[config.mk]
export PLATFORM = sky130hd
export DESIGN_NAME = frame_scan_reader
export DESIGN_NICKNAME = d
export VERILOG_FILES = /design/src/rtl/frame_scan_reader.sv
export SDC_FILE = /design/constraint.sdc
export NUM_CORES = 1
export LEC_CHECK = 0
export CAP_MARGIN = 25
export CORE_MARGIN = 2
export CORE_UTILIZATION = 51
export CTS_BUF_LIST = sky130_fd_sc_hd__clkbuf_4
export CTS_CLUSTER_DIAMETER = 100
export CTS_CLUSTER_SIZE = 10
export DETAILED_ROUTE_END_ITERATION = 16
export PLACE_DENSITY = 0.87
export SLEW_MARGIN = 10
export SYNTH_ARGS = -nofsm -noshare
export SYNTH_HDL_FRONTEND = slang
export SYNTH_SLANG_ARGS = --single-unit
[constraint.sdc]
create_clock -name clk -period 2.9 [get_ports clk]
set_input_delay 0.58 -clock clk [delete_from_list [all_inputs] [get_ports clk]]
set_output_delay 0.58 -clock clk [all_outputs]
set_load 0.005 [all_outputs]
[src/rtl/frame_scan_reader.sv]
// rtl/frame_scan_reader.sv - raster-scan reader for the camera frame buffer BRAM
//
// Scans the H_RES x V_RES frame buffer once per frame while enable is high and
// presents the pixels as a vsync/address/frame_pixel stream for the detectors.
// The end of a frame is marked by address == H_RES*V_RES for one cycle with
// vsync low and frame_done high.
//
// Optional feature macro: TEST_PATTERN_EN (replaces BRAM data by a fixed box).
//
// Ports:
//   clk          pixel clock
//   rst_n        async active-low reset
//   enable       level; scan frames back-to-back while high
//   bram_addr    BRAM read address (holds outside the scan)
//   bram_dout    BRAM read data, valid RD_LAT cycles after bram_addr
//   vsync        1 = blanking/idle, 0 = frame in progress
//   address      address of frame_pixel, H_RES*V_RES at end of frame
//   frame_pixel  pixel data aligned with address
//   pixel_valid  address/frame_pixel/x/y carry a real pixel
//   x, y         column/row of the current pixel
//   frame_done   one-cycle pulse with the end-of-frame marker
module frame_scan_reader #(
  parameter int H_RES     = 320,
  parameter int V_RES     = 240,
  parameter int PIX_W     = 12,
  parameter int ADDR_W    = 17,
  parameter int RD_LAT    = 1,
  parameter int VSYNC_CYC = 16
) (
  input  logic              clk,
  input  logic              rst_n,
  input  logic              enable,
  output logic [ADDR_W-1:0] bram_addr,
  input  logic [PIX_W-1:0]  bram_dout,
  output logic              vsync,
  output logic [ADDR_W-1:0] address,
  output logic [PIX_W-1:0]  frame_pixel,
  output logic              pixel_valid,
  output logic [8:0]        x,
  output logic [7:0]        y,
  output logic              frame_done
);

  localparam int N = H_RES * V_RES;
  localparam logic [ADDR_W-1:0] LAST_ADDR = ADDR_W'(N - 1);
  localparam logic [ADDR_W-1:0] EOF_ADDR  = ADDR_W'(N);

  typedef enum logic [2:0] {IDLE, VBLANK, SCAN, DRAIN, EOF} state_t;

  state_t            state_q, state_d;
  logic [15:0]       vcnt_q;
  logic [1:0]        dcnt_q;
  logic [ADDR_W-1:0] bram_addr_q;
  logic [8:0]        ix_q;
  logic [7:0]        iy_q;
  logic              vsync_q;
  logic              frame_done_q;

  // Read-latency shift register: stage 0 captures the issued address, the
  // last stage lines up with bram_dout.
  logic              pv_q [RD_LAT];
  logic [ADDR_W-1:0] pa_q [RD_LAT];
  logic [8:0]        px_q [RD_LAT];
  logic [7:0]        py_q [RD_LAT];

  always_comb begin
    state_d = state_q;
    case (state_q)
      IDLE:    if (enable) state_d = VBLANK;
      VBLANK:  if (vcnt_q == 16'(VSYNC_CYC - 1)) state_d = SCAN;
      SCAN:    if (bram_addr_q == LAST_ADDR) state_d = DRAIN;
      DRAIN:   if (dcnt_q == 2'(RD_LAT - 1)) state_d = EOF;
      EOF:     state_d = enable ? VBLANK : IDLE;
      default: state_d = IDLE;
    endcase
  end

  always_ff @(posedge clk or negedge rst_n) begin
    if (!rst_n) begin
      state_q      <= IDLE;
      vcnt_q       <= '0;
      dcnt_q       <= '0;
      bram_addr_q  <= '0;
      ix_q         <= '0;
      iy_q         <= '0;
      vsync_q      <= 1'b1;
      frame_done_q <= 1'b0;
      for (int i = 0; i < RD_LAT; i++) begin
        pv_q[i] <= 1'b0;
        pa_q[i] <= '0;
        px_q[i] <= '0;
        py_q[i] <= '0;
      end
    end else begin
      state_q      <= state_d;
      vsync_q      <= (state_d == IDLE) || (state_d == VBLANK);
      frame_done_q <= (state_d == EOF);
      vcnt_q       <= (state_q == VBLANK) ? vcnt_q + 16'd1 : '0;
      dcnt_q       <= (state_q == DRAIN) ? dcnt_q + 2'd1 : '0;

      // Issue counters restart on every VBLANK->SCAN entry and freeze
      // after the last address so bram_addr holds outside the scan.
      if (state_q == VBLANK && state_d == SCAN) begin
        bram_addr_q <= '0;
        ix_q        <= '0;
        iy_q        <= '0;
      end else if (state_q == SCAN && state_d == SCAN) begin
        bram_addr_q <= bram_addr_q + 1'b1;
        if (ix_q == 9'(H_RES - 1)) begin
          ix_q <= '0;
          iy_q <= iy_q + 8'd1;
        end else begin
          ix_q <= ix_q + 9'd1;
        end
      end

      pv_q[0] <= (state_q == SCAN);
      pa_q[0] <= bram_addr_q;
      px_q[0] <= ix_q;
      py_q[0] <= iy_q;
      for (int i = 1; i < RD_LAT; i++) begin
        pv_q[i] <= pv_q[i-1];
        pa_q[i] <= pa_q[i-1];
        px_q[i] <= px_q[i-1];
        py_q[i] <= py_q[i-1];
      end
    end
  end

  assign bram_addr   = bram_addr_q;
  assign vsync       = vsync_q;
  assign frame_done  = frame_done_q;
  assign pixel_valid = pv_q[RD_LAT-1];
  assign address     = frame_done_q ? EOF_ADDR : (pixel_valid ? pa_q[RD_LAT-1] : '0);
  assign x           = pixel_valid ? px_q[RD_LAT-1] : '0;
  assign y           = pixel_valid ? py_q[RD_LAT-1] : '0;

`ifdef TEST_PATTERN_EN
  logic in_box;
  assign in_box      = pixel_valid && (x >= 9'd8) && (x < 9'd12) && (y >= 8'd16) && (y < 8'd20);
  assign frame_pixel = in_box ? PIX_W'(12'h007) : '0;
`else
  assign frame_pixel = pixel_valid ? bram_dout : '0;
`endif

endmodule

# --- Word-level counts from Yosys, hierarchy flattened ---
# Cells that the tools add are included.
totals:
  regBits: 92
  elab_cells: 57
  output_inout_bits: 66
classes:
  mux: 21
  eq_ne: 10
  reduce_logical: 9
  n_addsub: 5
ops:
  columns: ["op", "n"]
  rows:
  - ["$mux 17", 4]
  - ["$mux 9", 4]
  - ["$mux 8", 4]
  - ["$add 17x1->17 const B", 1]
  - ["$eq 17x17->1 const B", 1]
  - ["$add 16x1->16 const B", 1]
  - ["$eq 16x4->1 const B", 1]
  - ["$mux 16", 1]
  - ["$pmux 3 s5", 1]
  - ["$mux 12", 1]
  - ["$mux 3", 4]
  - ["$add 9x1->9 const B", 1]
  - ["$eq 3x2->1 const B", 3]
  - ["$eq 9x9->1 const B", 1]
  - ["$add 8x1->8 const B", 1]
  - ["$eq 3x1->1 const B", 2]
  - ["$eq 3x3->1 const B", 2]
  - ["$logic_not 3->1", 2]
  - ["$reduce_bool 2->1", 2]
  - ["$add 2x1->2 const B", 1]
  - ["$logic_and 1x1->1", 2]
  - ["$logic_not 2->1", 1]
  - ["$mux 2", 1]
  - ["$reduce_and 2->1", 1]
  - ["2 further kinds", 2]

# --- Depth between registers and ports, before layout ---
logic_depth:
  word_depth: 7
  depth_mapped: 11
  ltp_nobuf: 10

# --- Worst setup path before layout ---
# Ideal clock, no wire load.
synth_path:
  path_kind: "reg2reg"
  startpoint: "reg dcnt_q[0]"
  endpoint: "reg ix_q[7]"
  setup_time_ns: 0.078
  slack_ns: 0.623
  t_arrival_ns: 2.199
  stages_incl_launch_ff: 8
  required_time_ns: 2.822
  synth_period_minus_slack_ns: 2.277
  path_cell_list: "dfrtp_1 inv_1 ha_1 and4bb_2 or4b_2 a21oi_1 or4b_1 a21oi_1"
synth_between:
  elab_chain_cells: 6
  elab_cells_between_ends: 8
synth_rtl:
  columns: ["element", "line", "rtl"]
  rows:
  - ["start: declaration", "52", "logic [1:0] dcnt_q;"]
  - ["start signal: assignment", "99", "dcnt_q <= (state_q == DRAIN) ? dcnt_q + 2'd1 : '0;"]
  - ["$logic_not 2->1 *", "72", "DRAIN: if (dcnt_q == 2'(RD_LAT - 1)) state_d = EOF;"]
  - ["$mux 3 *", "72", null]
  - ["$pmux 3 s5 *", "68", "case (state_q)"]
  - ["$eq 3x2->1 *", "103, 107", null]
  - ["$logic_and 1x1->1, on equally long branches", "103, 107", null]
  - ["$mux 9 or $reduce_bool 2->1 (tied branches)", null, null]
  - ["end signal: assignment", "113", "ix_q <= ix_q + 9'd1;"]
  - ["end: declaration", "54", "logic [8:0] ix_q;"]
# Every way passes the cells marked *; elsewhere a longest branch is shown, timed or not.
# A chain may end at the register's enable or synchronous reset.

# --- Final worst setup path ---
layout_path:
  startpoint: "reg frame_done_q, in the netlist frame_done"
  endpoint: "out address[3]"
layout_between:
  elab_chain_cells: 1
layout_rtl:
  columns: ["element", "line", "rtl"]
  rows:
  - ["start: declaration", "57", "logic frame_done_q;"]
  - ["start signal: assignment", "97", "frame_done_q <= (state_d == EOF);"]
  - ["$mux 17", "134", "assign address = frame_done_q ? EOF_ADDR : (pixel_valid ? pa_q[RD_LAT-1] : '0);"]
  - ["end: declaration", "36", "output logic [ADDR_W-1:0] address,"]
# Every way passes these cells.

==> metrics <==
Worst Reg2Reg Path Length in Cells 7; post-DP HPWL about 6800 um; first-pass GRT wire length ~16000 um; worst r2r dst ix_q[7]; H-tree Lvls 3; CTS tree built; Initial Utilization ~52%; CP required roughly 2300 ps; site row count 33; RSZ-0062 raised after global routing false; CP top delay family simple AND/OR/NAND/NOR gates; post-synthesis mux area share 2.168%; total number of vias 3494; adder-cell area share of the yosys netlist 1.465%; die area around 9000 um^2; crit path cell chain nor2b_2 -> and2_1 -> clkdlybuf4s50_1; Leak Pwr approximately 2.3 nW; Fin. Hold Viols 0; main combinational cell family by area after synthesis simple AND/OR/NAND/NOR gates; FF-to-FF Start dcnt_q[0]; Critical Path End Type primary output; layout cells sized above 1 under 10%; reported max-cap violation count 0; final WL roughly 9600 um; most common cell in the netlist dfrtp_1; simple-gate share of the synthesized area approximately 27%; largest net degree at the start of global routing 56; Pre-antenna DRT Iters 6; synth cell count leaders 91 x dfrtp_1, 48 x and2_1, 28 x a21oi_1; GPL Wtd Cong about 0.92; fill count 622; Post-synth EDFFs 0; clock sinks slightly above 90; Die Span X roughly 96 um; top-area cell type share of the netlist area approximately 53%; Clock Skew roughly 11 ps; clock root buffer master clkbuf_4; Slew headroom between 50% and 60%; status complete, no violations; number of remaining DRC errors 0; Total Routing Usage GR between 20% and 30%; Synth Area per Inst 10.42 um^2; IO Pins between 80 and 90; remaining antenna violation count 0; die height 95.52 um; Synth Area in XOR/XNOR under 10%; clock input transition at the sequential cells of the worst setup and hold paths ~130 ps; Hold Path Class input port to asynchronous set/reset pin; R2R Setup Slk roughly 380 ps; DR WL/cell around 16 um; worst slew pin tran 668.1 ps; Yosys top cell by area dfrtp_1; Syn Inst Count 410; Pwr per Cell Area 374.8 nW/um^2; Worst-Skew Late Latency 450 ps; IO buf count 80; critical path class flip-flop to primary output; minimum clock period between 2000 and 3000 ps; post-synthesis register bit count 92; cts bufs inserted 9; Hold WS around 160 ps; core area between 8000 and 9000 um^2; max-slew violation count 0; vias in the first global route approximately 3400; final setup margin ~360 ps; clock buffer depth 2; ys flop type dfrtp_1; post-route setup TNS 0 ps; Yosys warning count 0; Area growth syn-to-layout 25.07%; drt via density 5.794; antenna cells 0; period utilisation layout just under 90%; crit-path max FO 13; Final #Nets approximately 500; CP Launch Type flip-flop; library cells used by synthesis 50; top cells by area, synth dfrtp_1 53%, and2_1 7.0%, a21oi_1 3.3%, or4_1 2.5%, nand3_1 2.3%; postcts setup bufs 0; slowest CP cell clkdlybuf4s50_1; grt total ovfl 0; Slowest Stage Delay on Critical Path around 500 ps; Mapped Area between 4000 and 5000 um^2; Peak VDD IR 0.2357 mV; worst path bufs/invs 1; initial antenna violation count 0; Setup Viol. Count Final 0; Max Freq 0.3937 GHz; data arrival time of the worst path 1960 ps; async set-or-reset flop fraction in the synthesized netlist 100.0%; register area share after synthesis 53.93%; Post-Syn Nets 430; First DRT Iteration DRCs 170; pre-CTS setup slack roughly 8 ps; compound-cell area share of the yosys netlist about a tenth
==> cell usage in the layout (no fill, tap or decap), drive strengths merged, types with 7 or more instances in the layout <==
cell type      instances
clkbuf                10
nor2                  25
and2                  48
nand4                 13
inv                    9
buf                   12
a21oi                 29
or4                   16
nand3                 20
xor2                   8
nand2                 24
and3                  11
clkdlybuf4s50         79
o31ai                 13
dfrtp                 91
o21ai                 12
or3                   10
mux2i                  7
==> metrics by stage <==
step | area, um^2 | util [%] | total power [mW] | instances
6_report | 5343 | 65.35 | 2.002 | 603
5_1_grt | 5343 | 65.35 | 2.071 | 603
4_1_cts | 5340 | 65.32 | 2.013 | 603
3_5_place_dp | 5223 | 63.88 | 1.378 | 589
3_3_place_gp | 5223 | 63.88 | 1.377 | 589
2_1_floorplan | 4272 | - | 1.315 | 410
==> how the worst max path moves through the flow <==
stage | slack [ps] | end | from | cells past startpoint
2_1_floorplan | 620 | ix_q[7] | dcnt_q[0] | 7
3_3_place_gp | 120 | bram_addr[12] | enable | 10
3_5_place_dp | 8 | bram_addr[16] | enable | 10
4_1_cts | 130 | address[14] | frame_done | 3
5_1_grt | 210 | address[9] | frame_done | 3
6_report | 360 | address[3] | frame_done | 3
==> sequential cells by signal (all words and copies together), names as in the netlist <==
| name | cells |
|---|---|
| bram_addr | 17 |
| dcnt_q | 2 |
| frame_done | 1 |
| ix_q | 9 |
| iy_q | 8 |
| pa_q | 17 |
| pixel_valid | 1 |
| px_q | 9 |
| py_q | 8 |
| state_q | 3 |
| vcnt_q | 16 |
| vsync | 1 |
==> worst register-to-register path: stages, from the launching register on <==
cell and delay [ps]:
dfrtp_1 380, inv_1 60, ha_1 210, and4bb_2 280, or4b_2 750, a21oi_1 170
or4b_1 450, a21oi_1 160
==> kinds of logic after synthesis <==
kind of cell / after synthesis
xor gates and xnor gates: 13
muxes: 9
adders and majority gates: 5
and+or+nand+nor: 195
DFF: 92
AOI/OAI and AO/OA: 70
buffers and inverters: 26
==> timing repair <==
item,in CTS,in global routing
endpoints found under the setup margin,0,3
gates resized for setup,0,1
endpoints found under the hold margin,0,0
hold buffers,0,0
==> layer usage <==
metal	vias up	share of wire (%)	wire, um	GRT usage, %
met2	164	47	4553	37.30
met1	1671	42	4083	28.62
met5	-	0	0	0
met4	0	2.1	205	10.95
li1	1640	-	-	-
met3	19	8.2	795	3.953
==> layout make-up <==
type	instances	area (um^2)	share of cell area, %
timing repair buffer	91	893.4	16.72
multi-input combinational	292	1863	34.87
clock buffer	10	75.07	1.405
inverter	9	33.78	0.6323
clock inverter	4	42.54	0.7963
sequential	92	2303	43.11
tap	105	131.4	2.459
==> power by group <==
group	total (mW)	switching [mW]	internal, mW
clock	0.651	0.394	0.257
combinational	0.0687	0.0317	0.0370
sequential	1.28	0	1.28
No activity file was read; power rests on OpenSTA's default activity.
